## src/rtl/sprite_compositor.sv

```systemverilog
// sprite_compositor: pipelined per-pixel sprite overlay for the HDMI path.
// Picks the highest-priority sprite covering the current pixel, fetches its
// texel from the shared sprite BRAM, and composites it over the tile
// background. It also runs the wild-battle screen transition
// (white/black flash, black hold, then battle screen).
module sprite_compositor #(
   parameter int           N_SPR        = 4,
   parameter int           SPR_W        = 32,
   parameter int           SPR_H        = 32,
   parameter int           ADDR_W       = 16,
   parameter int           SPR_BASE     = 32776,
   parameter int           RD_LAT       = 1,
   parameter logic [11:0]  TRANSP_KEY   = 12'h001,
   parameter int           FLASH_FRAMES = 4,
   parameter int           N_FLASH      = 3,
   parameter int           HOLD_FRAMES  = 30
) (
   input  logic                Clk,
   input  logic                Reset,
   input  logic [9:0]          DrawX,
   input  logic [9:0]          DrawY,
   input  logic                frame_start,
   input  logic [11:0]         bg_rgb,
   input  logic [10*N_SPR-1:0] spr_x,
   input  logic [10*N_SPR-1:0] spr_y,
   input  logic [3*N_SPR-1:0]  spr_frame,
   input  logic [N_SPR-1:0]    spr_en,
   input  logic                battle_start,
   input  logic                battle_exit,
   output logic [ADDR_W-1:0]   bram_addr,
   input  logic [15:0]         bram_data,
   output logic [3:0]          Red,
   output logic [3:0]          Green,
   output logic [3:0]          Blue,
   output logic                in_battle,
   output logic                trans_busy
);

   localparam logic [9:0]  SPR_W10       = 10'(SPR_W);
   localparam logic [9:0]  SPR_H10       = 10'(SPR_H);
   localparam logic [31:0] SPR_W32       = 32'(SPR_W);
   localparam logic [31:0] SPR_BASE32    = 32'(SPR_BASE);
   // Each animation frame occupies one extra word beyond its texels.
   localparam logic [31:0] FRAME_WORDS32 = 32'(SPR_W * SPR_H + 1);

   localparam int FC_MAX = (FLASH_FRAMES > HOLD_FRAMES) ? FLASH_FRAMES : HOLD_FRAMES;
   localparam int FC_W   = $clog2(FC_MAX + 1);
   localparam int PH_W   = $clog2(2 * N_FLASH + 1);
   localparam logic [FC_W-1:0] FLASH_LAST = FC_W'(FLASH_FRAMES - 1);
   localparam logic [FC_W-1:0] HOLD_LAST  = FC_W'(HOLD_FRAMES - 1);
   localparam logic [PH_W-1:0] PH_LAST    = PH_W'(2 * N_FLASH - 1);

   typedef enum logic [1:0] {IDLE, FLASH, HOLD, BATTLE} state_t;

   state_t          state;
   logic [FC_W-1:0] fc;
   logic [PH_W-1:0] ph_cnt;
   logic            phase_white;

   logic [9:0]        dx [N_SPR];
   logic [9:0]        dy [N_SPR];
   logic [N_SPR-1:0]  hit_vec;
   logic              win_hit;
   logic [ADDR_W-1:0] win_addr;
   logic [31:0]       addr_full;

   logic        hit_s0;
   logic        valid_s0;
   logic [11:0] bg_s0;
   logic        hit_d   [RD_LAT];
   logic        valid_d [RD_LAT];
   logic [11:0] bg_d    [RD_LAT];

   logic [11:0] texel;
   logic        unused_bits;

   assign texel       = bram_data[11:0];
   assign unused_bits = ^bram_data[15:12];

   // Per-slot offsets; unsigned wrap makes pixels left of/above a sprite miss.
   always_comb begin
      for (int i = 0; i < N_SPR; i++) begin
         dx[i]      = DrawX - spr_x[10*i +: 10];
         dy[i]      = DrawY - spr_y[10*i +: 10];
         hit_vec[i] = spr_en[i] && (dx[i] < SPR_W10) && (dy[i] < SPR_H10);
      end
   end

   // Priority select: scanning from the top slot down leaves the lowest hit index.
   always_comb begin
      win_hit   = 1'b0;
      addr_full = '0;
      for (int i = N_SPR - 1; i >= 0; i--) begin
         if (hit_vec[i]) begin
            win_hit   = 1'b1;
            addr_full = SPR_BASE32 + 32'(spr_frame[3*i +: 3]) * FRAME_WORDS32
                        + 32'(dy[i]) * SPR_W32 + 32'(dx[i]);
         end
      end
      win_addr = addr_full[ADDR_W-1:0];
   end

   // Stage 0: register the BRAM address, hit flag and background.
   always_ff @(posedge Clk) begin
      if (Reset) begin
         bram_addr <= '0;
         hit_s0    <= 1'b0;
         bg_s0     <= '0;
         valid_s0  <= 1'b0;
      end else begin
         bram_addr <= win_addr;
         hit_s0    <= win_hit;
         bg_s0     <= bg_rgb;
         valid_s0  <= 1'b1;
      end
   end

   // Stages 1..RD_LAT: carry hit and background alongside the BRAM read.
   always_ff @(posedge Clk) begin
      if (Reset) begin
         for (int i = 0; i < RD_LAT; i++) begin
            hit_d[i]   <= 1'b0;
            valid_d[i] <= 1'b0;
            bg_d[i]    <= '0;
         end
      end else begin
         hit_d[0]   <= hit_s0;
         valid_d[0] <= valid_s0;
         bg_d[0]    <= bg_s0;
         for (int i = 1; i < RD_LAT; i++) begin
            hit_d[i]   <= hit_d[i-1];
            valid_d[i] <= valid_d[i-1];
            bg_d[i]    <= bg_d[i-1];
         end
      end
   end

   // Output stage: transition screens override; a keyed texel falls back to background only.
   always_ff @(posedge Clk) begin
      if (Reset || !valid_d[RD_LAT-1]) begin
         {Red, Green, Blue} <= 12'h000;
      end else if (state == FLASH && phase_white) begin
         {Red, Green, Blue} <= 12'hFFF;
      end else if (state == FLASH || state == HOLD) begin
         {Red, Green, Blue} <= 12'h000;
      end else if (state == BATTLE) begin
         {Red, Green, Blue} <= 12'hFFF;
      end else if (hit_d[RD_LAT-1] && texel != TRANSP_KEY) begin
         {Red, Green, Blue} <= texel;
      end else begin
         {Red, Green, Blue} <= bg_d[RD_LAT-1];
      end
   end

   // Battle transition FSM, counting frame_start pulses.
   always_ff @(posedge Clk) begin
      if (Reset) begin
         state       <= IDLE;
         fc          <= '0;
         ph_cnt      <= '0;
         phase_white <= 1'b0;
         in_battle   <= 1'b0;
         trans_busy  <= 1'b0;
      end else begin
         case (state)
            IDLE: begin
               if (battle_start) begin
                  state       <= FLASH;
                  fc          <= '0;
                  ph_cnt      <= '0;
                  phase_white <= 1'b1;
                  trans_busy  <= 1'b1;
               end
            end
            FLASH: begin
               if (frame_start) begin
                  if (fc == FLASH_LAST) begin
                     fc <= '0;
                     if (ph_cnt == PH_LAST) begin
                        state  <= HOLD;
                        ph_cnt <= '0;
                     end else begin
                        ph_cnt      <= ph_cnt + 1'b1;
                        phase_white <= ~phase_white;
                     end
                  end else begin
                     fc <= fc + 1'b1;
                  end
               end
            end
            HOLD: begin
               if (frame_start) begin
                  if (fc == HOLD_LAST) begin
                     state      <= BATTLE;
                     fc         <= '0;
                     trans_busy <= 1'b0;
                     in_battle  <= 1'b1;
                  end else begin
                     fc <= fc + 1'b1;
                  end
               end
            end
            BATTLE: begin
               if (battle_exit) begin
                  state     <= IDLE;
                  in_battle <= 1'b0;
               end
            end
            default: begin
               state <= IDLE;
            end
         endcase
      end
   end

endmodule

```

## config.mk

```make
export PLATFORM = sky130hd
export DESIGN_NAME = sprite_compositor
export DESIGN_NICKNAME = d
export VERILOG_FILES = /design/src/rtl/sprite_compositor.sv
export SDC_FILE = /design/constraint.sdc
export NUM_CORES = 1
export LEC_CHECK = 0
export CAP_MARGIN = 25
export CORE_ASPECT_RATIO = 1.4
export CORE_UTILIZATION = 45
export CTS_CLUSTER_SIZE = 28
export DETAILED_ROUTE_END_ITERATION = 10
export PLACE_DENSITY = 0.77
export SLEW_MARGIN = 20
export SYNTH_ARGS = -nofsm -noshare
export SYNTH_HDL_FRONTEND = slang
export SYNTH_SLANG_ARGS = --single-unit
```

## constraint.sdc

```tcl
create_clock -name Clk -period 9.15 [get_ports Clk]
set_clock_uncertainty 0.15 [all_clocks]
set_input_delay 1.83 -clock Clk [delete_from_list [all_inputs] [get_ports Clk]]
set_output_delay 1.83 -clock Clk [all_outputs]
set_load 0.01 [all_outputs]
```

==> metrics.md <==
| Metric | Value |
|---|---|
| Status | finished clean |
| Die ar. | 21400 µm² |
| Largest family of logic cells by synthesized area | adder cells |
| XOR/XNOR Fraction of Synth Area | 8.70% |
| Hpwl dp | 21500 µm |
| Yosys warns | 0 |
| Synth Area in Compound Gates | 20.5% |
| H-tree depth | 3 |
| Routability congestion estimate | 0.914 |
| Vias in the first global route | 8855 |
| CP Data Required Time | 9.24 ns |
| Final Hold Viols | 0 |
| Hold crit path type | reg -> reg |
| Remaining DRCs | 0 |
| Drt pass-1 iters | 5 |
| Starting density of the core | 45.7% |
| Diode count | 0 |
| Die Height | 173 µm |
| Synth Cell Area | 9360 µm² |
| Total track usage | 23.8% |
| Max-cap violations | 0 |
| CP Capture Type | flip-flop |
| Final slew viol count | 0 |
| Routed vias | 8948 |
| Fin crit period | 6.40 ns |
| Crit share post-route | 70.0% |
| Core ar. | 20500 µm² |
| GRT overflow | 0 |
| Simple-gate share of the synthesized area | 19.6% |
| Pre-CTS setup slack | 2.43 ns |
| Synthesized area per cell | 7.97 µm² |
| Relative slew slack | 35.1% |
| Antenna Nets Post-Route | 0 |
| First-pass GRT wire length | 40000 µm |
| Post-synth top flop | dfxtp_1 |
| Iteration-0 DRC Markers | 291 |
| Unrepaired setup endpoints after global routing | false |
| Clock root buffer | clkbuf_16 |
| Routed wire per std cell | 15.6 µm |
| Port bufs | 174 |
| Power, Total | 1.79 mW |
| Critical Setup Path Class | in -> reg |
| Maximum vdd drop | 0.0000956 V |
| Initial antenna violation count | 0 |
| Yosys reg bits | 69 |
| Worst-path fanout max | 6 |
| Post-Syn Instances | 1175 |
| Post-synthesis mux area share | 1.82% |
| Peak Freq | 156 MHz |
| Final Cell Area | 11600 µm² |
| Area Overhead vs Synth | 24.1% |
| IO Pins | 179 |
| Via/cell ratio | 5.60 |
| Share of cells above drive strength 1 | 3.28% |
| CTS resizes | 0 |
| Nets | 1690 |
| Clock sinks | 69 |
| Final setup vio count | 0 |
| Worst slew pin tran | 0.973 ns |
| Register clock-pin slew on the reported worst setup and hold paths | 0.06 ns |
| Leakage | 5.23 nW |
| Setup TNS Final | 0 ns |
| Die Width | 124 µm |
| Syn nets | 1527 |
| WP data arrival | 6.50 ns |
| Post-Layout Cell Count | 1599 |
| Post-Synth Adder-Cell Area | 28.1% |
| Clk buf depth | 2 |
| # Post-CTS Setup Buffers | 0 |
| Pwr Density | 154 nW/µm² |
| Cell variety after synth | 78 |
| Placed Instances | 1583 |
| Largest net degree at the start of global routing | 42 |
| Worst setup margin | 2.75 ns |
| Startpoint Class | primary input |
| CTS Buf Count | 9 |
| Site row count | 62 |
| Post-synth EDFFs | 0 |
| Seq/Total Area, Yosys | 14.8% |
| Clock latency at the later pin of the worst-skew pair | 0.33 ns |
| Placed cell areas | 11300 µm² |
| Async S/R FF share, synth | 0% |
| # hold bufs at CTS | 0 |
| Final wirelength | 25000 µm |
| TritonCTS clock tree | done |
[power by group]
part / switching, mW / internal (mW)
sequential: 0.0134 / 0.322
clock: 0.124 / 0.210
combinational: 0.614 / 0.510
total: 0.752 / 1.04
[routing by layer]
| metal | global-route usage, % | up-vias | routed length (µm) |
|---|---|---|---|
| met2 | 44.5 | 238 | 13000 |
| met5 | 0 | - | 0 |
| met4 | 14.0 | 0 | 1530 |
| met1 | 24.8 | 4114 | 9530 |
| li1 | - | 4512 | - |
| met3 | 2.18 | 84 | 942 |
[synth_stat cells (4+ instances only)]
| library cell | n | area share (%) |
|---|---|---|
| clkbuf_1 | 13 | 0.52 |
| buf_2 | 7 | 0.37 |
| nand2_1 | 78 | 3.1 |
| nor3_1 | 29 | 1.6 |
| a31oi_1 | 17 | 1.1 |
| xor2_1 | 42 | 3.9 |
| o22ai_1 | 9 | 0.60 |
| and3_1 | 9 | 0.60 |
| xnor2_1 | 51 | 4.8 |
| nand3b_1 | 7 | 0.56 |
| a21oi_1 | 60 | 3.2 |
| fa_1 | 12 | 2.6 |
| o21a_1 | 20 | 1.6 |
| o2111ai_1 | 11 | 1.0 |
| o21bai_1 | 8 | 0.64 |
| o31a_1 | 5 | 0.47 |
| o31ai_1 | 4 | 0.32 |
| a21o_1 | 20 | 1.6 |
| dfxtp_1 | 69 | 15 |
| inv_1 | 132 | 5.3 |
| and2_1 | 6 | 0.40 |
| a31o_2 | 8 | 0.75 |
| o21ai_0 | 67 | 3.6 |
| nand2b_1 | 19 | 1.3 |
| nor2b_1 | 49 | 3.3 |
| nand3_1 | 16 | 0.86 |
| nor4_1 | 6 | 0.40 |
| or2_2 | 4 | 0.27 |
| ha_1 | 191 | 26 |
| nor4b_1 | 5 | 0.47 |
| mux2i_1 | 17 | 1.8 |
| or3_1 | 9 | 0.60 |
| or4_1 | 5 | 0.40 |
| nor2_1 | 91 | 3.6 |
| nand4_1 | 7 | 0.47 |
[cell type report]
class	instances	area [µm²]
fillers	1900	8860
inverters	132	495
clock buffers	10	229
clock inverters	6	63.8
flip-flops and latches	69	1380
multi-input cells	950	7370
well taps	256	320
repair buffers	176	1760
[worst max-delay path, cell delays in order]
cell and delay, ns:
clkdlybuf4s50_1 0.65, inv_1 0.20, fa_1 0.49, nor2b_1 0.24, o31a_1 0.22, o21ai_1 0.08, o311ai_1 0.59, ha_1 0.35
ha_1 0.25, nor3_1 0.19, o21ai_0 0.14, a31oi_1 0.20, o21bai_1 0.12, a31oi_1 0.26, o21bai_1 0.09, a21oi_1 0.19
o21bai_1 0.16, a311oi_2 0.24
[final timing paths]
check	startpoint	endpoint	cells past startpoint	slack (ns)
hold reg to reg	bg_s0[3]$_SDFF_PP0_	bg_d[0][3]$_SDFF_PP0_	1	0.28
setup / recovery	DrawX[1]	bram_addr[15]$_SDFF_PP0_	18	2.75
hold / removal	bg_s0[3]$_SDFF_PP0_	bg_d[0][3]$_SDFF_PP0_	1	0.28
setup reg to reg	fc[0]$_SDFFE_PP0P_	ph_cnt[1]$_SDFFE_PP0P_	7	6.84
[logic make-up after synthesis]
| logic type | count (synthesis) |
|---|---|
| buf+inv | 156 |
| xor+xnor | 93 |
| flops | 69 |
| fa+ha+maj | 203 |
| mux | 17 |
| simple gates | 355 |
| compound gates | 282 |
[sequential cells by signal, summed over array words and instances (netlist names)]
signal,flops
bram_addr,16
in_battle,1
bg_d,12
ph_cnt,3
Red,4
bg_s0,12
trans_busy,1
hit_d,1
hit_s0,1
valid_d,1
fc,5
Blue,4
Green,4
valid_s0,1
state,2
phase_white,1
[stage by stage]
step	hold slack (ns)	util, %
global route	0.290	56.7
floorplan	0.264	-
detailed placement	0.274	55.3
CTS	0.281	56.7
global placement	0.266	55.3
finish	0.277	56.7
[layout by cell type (no fill, tap or decap), types with 42 or more instances in the layout]
| cell | Yosys | final |
|---|---|---|
| nor2_1 | 91 | 91 |
| a21oi_1 | 60 | 60 |
| ha_1 | 191 | 191 |
| dfxtp_1 | 69 | 69 |
| nand2_1 | 78 | 78 |
| clkdlybuf4s50_1 | 0 | 174 |
| xor2_1 | 42 | 42 |
| inv_1 | 132 | 132 |
| o21ai_0 | 67 | 67 |
| xnor2_1 | 51 | 51 |
| nor2b_1 | 49 | 49 |
Power figures use the tool's default switching activity.
